$ cat src/rtl/rw_timing_if.sv
// Host-side request/command-pulse bundle for rw_timing_fsm.
// The host drives the master modport; the timing FSM takes the slave modport.
interface rw_timing_if;
    logic        cmd_rdy;
    logic [1:0]  req;
    logic [1:0]  bg_addr;
    logic [1:0]  ba_addr;
    logic [13:0] row_addr;
    logic        busy;
    logic        act_rdy;
    logic        no_act_rdy;
    logic        pre_rdy;
    logic        cas_rdy;

    modport master (
        output cmd_rdy, req, bg_addr, ba_addr, row_addr,
        input  busy, act_rdy, no_act_rdy, pre_rdy, cas_rdy
    );

    modport slave (
        input  cmd_rdy, req, bg_addr, ba_addr, row_addr,
        output busy, act_rdy, no_act_rdy, pre_rdy, cas_rdy
    );
endinterface

$ cat src/rtl/rw_timing_fsm.sv
// Single-request DRAM timing sequencer: ACT/PRE/CAS pulses spaced by tRCD, tRP, tRAS, tCCD.
// Define ROW_HIT_EN for open-page operation; otherwise every access closes its row.
module rw_timing_fsm #(
    parameter int T_RCD = 11,
    parameter int T_RP  = 11,
    parameter int T_RAS = 28,
    parameter int T_CCD = 4
) (
    input  logic       CK_c,
    input  logic       reset,
    rw_timing_if.slave bus
);
    localparam logic [5:0] RCD_LD = 6'(T_RCD - 1);
    localparam logic [5:0] RP_LD  = 6'(T_RP - 1);
    localparam logic [5:0] RAS_LD = 6'(T_RAS - 1);
    localparam logic [5:0] CCD_LD = 6'(T_CCD - 1);

    typedef enum logic [2:0] {
        IDLE, PRE, WAIT_RP, ACT, WAIT_RCD, CAS, WAIT_CCD
    } state_t;

`ifdef ROW_HIT_EN
    localparam state_t AFTER_RP = ACT;
`else
    localparam state_t AFTER_RP = IDLE;
`endif

    state_t      state_q, state_d;
    logic [5:0]  cnt_q, cnt_d;
    logic [3:0]  bank_q, bank_d;
    logic [5:0]  tras_q [16];
    logic [3:0]  bank_in;
    logic        tras_ok;
    logic        act_p, no_act_p, pre_p, cas_p;

    assign bank_in = {bus.bg_addr, bus.ba_addr};
    assign tras_ok = (tras_q[bank_q] == 6'd0);

`ifdef ROW_HIT_EN
    logic [1:0]  req_q, req_d;
    logic [13:0] row_q, row_d;
    logic        hit_q, hit_d;
    logic [15:0] vld_q;
    logic [13:0] tbl_q [16];
    logic        in_vld, in_hit, auto_pre;

    assign in_vld   = vld_q[bank_in];
    assign in_hit   = in_vld && (tbl_q[bank_in] == bus.row_addr);
    // RDA_R and WRA_R are the encodings with bit 1 set
    assign auto_pre = req_q[1];
`else
    logic unused_in;
    assign unused_in = ^{bus.req, bus.row_addr};
`endif

    always_comb begin
        state_d  = state_q;
        cnt_d    = (cnt_q != 6'd0) ? cnt_q - 6'd1 : cnt_q;
        bank_d   = bank_q;
        act_p    = 1'b0;
        no_act_p = 1'b0;
        pre_p    = 1'b0;
        cas_p    = 1'b0;
`ifdef ROW_HIT_EN
        req_d    = req_q;
        row_d    = row_q;
        hit_d    = hit_q;
`endif
        case (state_q)
            IDLE: begin
                if (bus.cmd_rdy) begin
                    bank_d = bank_in;
`ifdef ROW_HIT_EN
                    req_d = bus.req;
                    row_d = bus.row_addr;
                    hit_d = in_hit;
                    if (in_vld && !in_hit) begin
                        state_d = PRE;
                        cnt_d   = RP_LD;
                    end else begin
                        state_d = ACT;
                        cnt_d   = RCD_LD;
                    end
`else
                    state_d = ACT;
                    cnt_d   = RCD_LD;
`endif
                end
            end
            PRE: begin
                // tRP countdown is frozen until the bank's tRAS window has closed
                if (tras_ok) begin
                    pre_p = 1'b1;
                    if (cnt_q == 6'd0) begin
                        state_d = AFTER_RP;
                        cnt_d   = RCD_LD;
                    end else begin
                        state_d = WAIT_RP;
                    end
                end else begin
                    cnt_d = cnt_q;
                end
            end
            WAIT_RP: begin
                if (cnt_q == 6'd0) begin
                    state_d = AFTER_RP;
                    cnt_d   = RCD_LD;
                end
            end
            ACT: begin
`ifdef ROW_HIT_EN
                if (hit_q) begin
                    no_act_p = 1'b1;
                    state_d  = CAS;
                    cnt_d    = CCD_LD;
                end else
`endif
                begin
                    act_p = 1'b1;
                    if (cnt_q == 6'd0) begin
                        state_d = CAS;
                        cnt_d   = CCD_LD;
                    end else begin
                        state_d = WAIT_RCD;
                    end
                end
            end
            WAIT_RCD: begin
                if (cnt_q == 6'd0) begin
                    state_d = CAS;
                    cnt_d   = CCD_LD;
                end
            end
            CAS: begin
                cas_p = 1'b1;
`ifdef ROW_HIT_EN
                state_d = (cnt_q == 6'd0) ? IDLE : WAIT_CCD;
`else
                state_d = PRE;
                cnt_d   = RP_LD;
`endif
            end
            WAIT_CCD: begin
                if (cnt_q == 6'd0) begin
                    state_d = IDLE;
                end
            end
            default: state_d = IDLE;
        endcase
    end

    always_ff @(posedge CK_c or posedge reset) begin
        if (reset) begin
            state_q <= IDLE;
            cnt_q   <= 6'd0;
            bank_q  <= 4'd0;
        end else begin
            state_q <= state_d;
            cnt_q   <= cnt_d;
            bank_q  <= bank_d;
        end
    end

    always_ff @(posedge CK_c or posedge reset) begin
        if (reset) begin
            for (int i = 0; i < 16; i++) tras_q[i] <= 6'd0;
        end else begin
            for (int i = 0; i < 16; i++) begin
                if (act_p && (bank_q == 4'(i))) tras_q[i] <= RAS_LD;
                else if (tras_q[i] != 6'd0)     tras_q[i] <= tras_q[i] - 6'd1;
            end
        end
    end

`ifdef ROW_HIT_EN
    always_ff @(posedge CK_c or posedge reset) begin
        if (reset) begin
            req_q <= 2'd0;
            row_q <= 14'd0;
            hit_q <= 1'b0;
            vld_q <= 16'd0;
            for (int i = 0; i < 16; i++) tbl_q[i] <= 14'd0;
        end else begin
            req_q <= req_d;
            row_q <= row_d;
            hit_q <= hit_d;
            if (act_p) begin
                vld_q[bank_q] <= 1'b1;
                tbl_q[bank_q] <= row_q;
            end else if (pre_p || (cas_p && auto_pre)) begin
                vld_q[bank_q] <= 1'b0;
            end
        end
    end
`endif

    assign bus.busy       = (state_q != IDLE);
    assign bus.act_rdy    = act_p;
    assign bus.no_act_rdy = no_act_p;
    assign bus.pre_rdy    = pre_p;
    assign bus.cas_rdy    = cas_p;
endmodule

$ cat src/flat_wrapper.sv
// flat-port wrapper written by rule: the top's interface ports become plain ports
module rw_timing_fsm_flat 
#(
    parameter int T_RCD = 11,
    parameter int T_RP  = 11,
    parameter int T_RAS = 28,
    parameter int T_CCD = 4
)
  (CK_c, reset, bus_cmd_rdy, bus_req, bus_bg_addr, bus_ba_addr, bus_row_addr, bus_busy, bus_act_rdy, bus_no_act_rdy, bus_pre_rdy, bus_cas_rdy);
  rw_timing_if bus_i ();
  input  logic CK_c;
  input  logic reset;
  input wire logic [$bits(bus_i.cmd_rdy)-1:0] bus_cmd_rdy;
  input wire logic [$bits(bus_i.req)-1:0] bus_req;
  input wire logic [$bits(bus_i.bg_addr)-1:0] bus_bg_addr;
  input wire logic [$bits(bus_i.ba_addr)-1:0] bus_ba_addr;
  input wire logic [$bits(bus_i.row_addr)-1:0] bus_row_addr;
  output wire logic [$bits(bus_i.busy)-1:0] bus_busy;
  output wire logic [$bits(bus_i.act_rdy)-1:0] bus_act_rdy;
  output wire logic [$bits(bus_i.no_act_rdy)-1:0] bus_no_act_rdy;
  output wire logic [$bits(bus_i.pre_rdy)-1:0] bus_pre_rdy;
  output wire logic [$bits(bus_i.cas_rdy)-1:0] bus_cas_rdy;
  assign bus_i.cmd_rdy = bus_cmd_rdy;
  assign bus_i.req = bus_req;
  assign bus_i.bg_addr = bus_bg_addr;
  assign bus_i.ba_addr = bus_ba_addr;
  assign bus_i.row_addr = bus_row_addr;
  assign bus_busy = bus_i.busy;
  assign bus_act_rdy = bus_i.act_rdy;
  assign bus_no_act_rdy = bus_i.no_act_rdy;
  assign bus_pre_rdy = bus_i.pre_rdy;
  assign bus_cas_rdy = bus_i.cas_rdy;
  rw_timing_fsm #(.T_RCD(T_RCD), .T_RP(T_RP), .T_RAS(T_RAS), .T_CCD(T_CCD)) u_core (.CK_c(CK_c), .reset(reset), .bus(bus_i));
endmodule
$ cat config.mk
export PLATFORM = sky130hd
export DESIGN_NAME = rw_timing_fsm_flat
export DESIGN_NICKNAME = d
export VERILOG_FILES = /design/src/rtl/rw_timing_if.sv /design/src/rtl/rw_timing_fsm.sv /design/src/flat_wrapper.sv
export SDC_FILE = /design/constraint.sdc
export NUM_CORES = 1
export LEC_CHECK = 0
export CORE_AREA = 4 4 130 107
export DETAILED_ROUTE_END_ITERATION = 10
export DIE_AREA = 0 0 134 111
export GPL_TIMING_DRIVEN = 0
export MAX_ROUTING_LAYER = met4
export PLACE_DENSITY = 0.67
export SLEW_MARGIN = 20
export SYNTH_ARGS = -nofsm -noshare
export SYNTH_HDL_FRONTEND = slang
export SYNTH_SLANG_ARGS = --single-unit
$ cat constraint.sdc
create_clock -name CK_c -period 6.35 [get_ports CK_c]
set_input_delay 1.27 -clock CK_c [delete_from_list [all_inputs] [get_ports CK_c]]
set_output_delay 1.27 -clock CK_c [all_outputs]
set_load 0.05 [all_outputs]
==> metrics.md <==
| Metric | Value |
|---|---|
| Transition time of the tightest slew-check pin | `0.975 ns` |
| Tmin final | `4.67 ns` |
| Post-route DRC violation count | `0` |
| Clock latency on the worst-skew pair | `0.36 ns` |
| Post-CTS setup buffer count | `0` |
| Worst clock skew | `0.00983 ns` |
| Final setup TNS | `0 ns` |
| Routed Antenna Nets | `0` |
| Die width | `134 um` |
| Flops & latches, synth | `109` |
| DR vias | `5052` |
| Utilization after layout | `54.4%` |
| Final WL | `13600 um` |
| H-tree levels | `3` |
| Critical path data arrival time | `3.40 ns` |
| Gr usage total | `19.3%` |
| Routability Congestion | `0.828` |
| Initial DRC count | `362` |
| Hold_buf cts | `0` |
| Die Y | `111 um` |
| Most used flip-flop cell after synthesis | `dfrtp_1` |
| Pint | `2.14 mW` |
| Post-layout nets | `756` |
| Rows | `37` |
| Reg2reg setup slack | `3.53 ns` |
| VDD IR max | `0.000263 V` |
| Clock Path Buffers | `2` |
| Hold_ws | `0.538 ns` |
| Net Sw Power | `1.67 mW` |
| IO Count | `28` |
| Global-route wire length before repair | `23200 um` |
| # clock sinks | `109` |
| Worst-path fanout max | `10` |
| Design area | `6870 um^2` |
| RSZ-0062 raised after global routing | `false` |
| Syn_area_per_cell | `8.99 um^2` |
| Yosys warnings | `0` |
| Die ar. | `14900 um^2` |
| CP Class | `reg -> out` |
| Largest net degree at the start of global routing | `74` |
| Type of the tightest min-delay check | `reg -> reg` |
| Post-synthesis sequential area ratio | `43.8%` |
| Via density | `5.65` |
| Power share of the clock group | `14.6%` |
| Max-cap viol count | `0` |
| Sw frac | `43.7%` |
| Mapped Nets | `734` |
| HPWL after DPL | `9990 um` |
| Total CTS buffers | `9` |
| Buffers on Ports | `10` |
| Core ar. | `12600 um^2` |
| Synth async-reset ratio | `100%` |
| Pwr Density | `554 nW/um^2` |
| Layout overhead on the synthesized area | `10.5%` |
| Slew Limit Fails | `0` |
| Critical Path RT | `5.08 ns` |
| Yosys top cell by area | `dfrtp_1` |
| Reg area | `2730 um^2` |
| CTS tree | `done` |
| Filler cell count | `1141` |
| Post-synth EDFFs | `0` |
| CTS resizes | `0` |
| Combinational share of power | `48.0%` |
| Max frequency | `214 MHz` |
| Fin. Hold Viols | `0` |
| Top post-synthesis cells by area | `dfrtp_1 (44%), nand2_1 (7.6%), xnor2_1 (4.2%)` |
| Worst slew margin | `34.8%` |
| Yosys top cell area share | `43.8%` |
| Worst setup SP type | `register` |
| # diodes | `0` |
| Worst setup EP type | `output port` |
| Multi-input gate area | `3250 um^2` |
| First-pass DRT Iterations | `5` |
| Share of layout cells above drive strength 1 | `7.79%` |
| Count of different cell masters after synthesis | `66` |
| Initial core utilization | `49.2%` |
| Endpoints failing setup | `0` |
| WL/cell | `15.2 um` |
| Ratio of final minimum period to clock period | `73.5%` |
| Antenna violations before repair | `0` |
| Synth Instances | `692` |
| Status | `finished, final reports clean` |
| Clock-pin slew on the worst setup and hold paths | `0.08 ns` |
| Vias in the first global route | `4909` |
| Tot Pwr | `3.81 mW` |
| Root Driver | `clkbuf_16` |
| Leak | `3.03 nW` |
| Sequential power share | `37.4%` |
| Cell area after placement | `6580 um^2` |
| Total grt overflow | `0` |
| Post-Syn Area | `6220 um^2` |
-- registers in the layout (all words and copies together) (netlist names) --
signal / count
u_core.bank_q: 4
u_core.cnt_q: 6
u_core.state_q: 3
u_core.tras_q: 96
-- path summary, 6_finish.rpt --
kind,startpoint,to,cells after the start
setup reg to reg,u_core.cnt_q[0],u_core.cnt_q[0],11
hold / removal,u_core.tras_q[43],u_core.tras_q[43],2
setup / recovery,u_core.bank_q[1],bus_pre_rdy,7
max in group asynchronous,reset,u_core.state_q[1],3
hold reg to reg,u_core.tras_q[43],u_core.tras_q[43],2
min in group asynchronous,reset,u_core.tras_q[87],2
-- per-stage QoR --
step           setup WS, ns  std cells
6_report               1.68        894
3_3_place_gp          0.589        877
3_5_place_dp           2.12        878
4_1_cts                1.71        894
5_1_grt                1.57        894
2_1_floorplan          2.21        692
-- layout by cell type (no fill, tap or decap), drive strengths merged, types with 8 or more instances in the layout --
cell type	netlist	layout
clkbuf	7	16
nand2b	13	13
dfrtp	109	109
nor4	13	13
and3	11	11
o21ai	19	19
nand4b	10	10
nor3	49	49
inv	47	49
nand3b	11	11
a21oi	34	34
nor2	45	45
xnor2	30	30
nor3b	9	9
nand2	126	126
clkdlybuf4s50	0	10
ha	19	19
mux2	14	14
nand3	26	26
o211ai	9	9
mux2i	8	8
-- kinds of logic after synthesis --
group | share of synthesized area (%)
flip-flops | 43.8
buffers and inverters | 4.06
AO/OA/AOI/OAI | 9.41
other | 0.0603
multiplexers | 4.24
AND/OR/NAND/NOR | 29.3
XOR/XNOR | 5.21
adder cells (fa/ha/maj) | 3.82
-- cells in the mapped netlist (8+ instances only) --
cell / instances
o21ai_0: 16
nand4b_1: 10
ha_1: 19
mux2i_1: 8
a21oi_1: 34
mux2_2: 13
nand2_1: 126
nor2_1: 44
nand3b_1: 11
nor3b_1: 8
nand3_1: 26
inv_1: 45
xnor2_1: 30
o211ai_1: 9
dfrtp_1: 109
nor3_1: 48
nand2b_1: 12
and3_1: 11
nor4_1: 13
-- final cells by class --
| cell class | count | area share [%] |
|---|---|---|
| plain buffers | 13 | 1.11 |
| clock buffers | 9 | 3.28 |
| clock inverters | 7 | 1.00 |
| inverters | 47 | 2.64 |
| multi-input cells | 523 | 47.2 |
| flip-flops and latches | 109 | 39.7 |
| well taps | 175 | 3.19 |
| repair buffers | 11 | 1.86 |
-- critical path, cell delays in order (launching register included) --
cell and delay (ns):
dfrtp_1 0.39, buf_2 0.27, clkbuf_1 0.47, mux2i_1 0.31
a2bb2oi_1 0.33, nand4_4 0.18, nor3_2 0.22, clkdlybuf4s50_1 0.86
-- power groups by stage --
stage	Clock (mW)	Combinational [mW]	Sequential, mW
6_report	0.557	1.83	1.42
3_3_place_gp	0	1.74	1.40
4_1_cts	0.570	1.83	1.42
2_1_floorplan	0	1.48	1.33
3_5_place_dp	0	1.82	1.42
5_1_grt	0.599	2.06	1.48
-- layer usage --
metal  global-route usage (%)  share of wire (%)  vias up
met5                        -                  0        -
met3                     3.45                3.3       17
li1                         -                  -     2472
met1                     25.9                 47     2483
met2                     30.6                 48       80
met4                     5.21                1.3        0
Power figures use the tool's default switching activity.
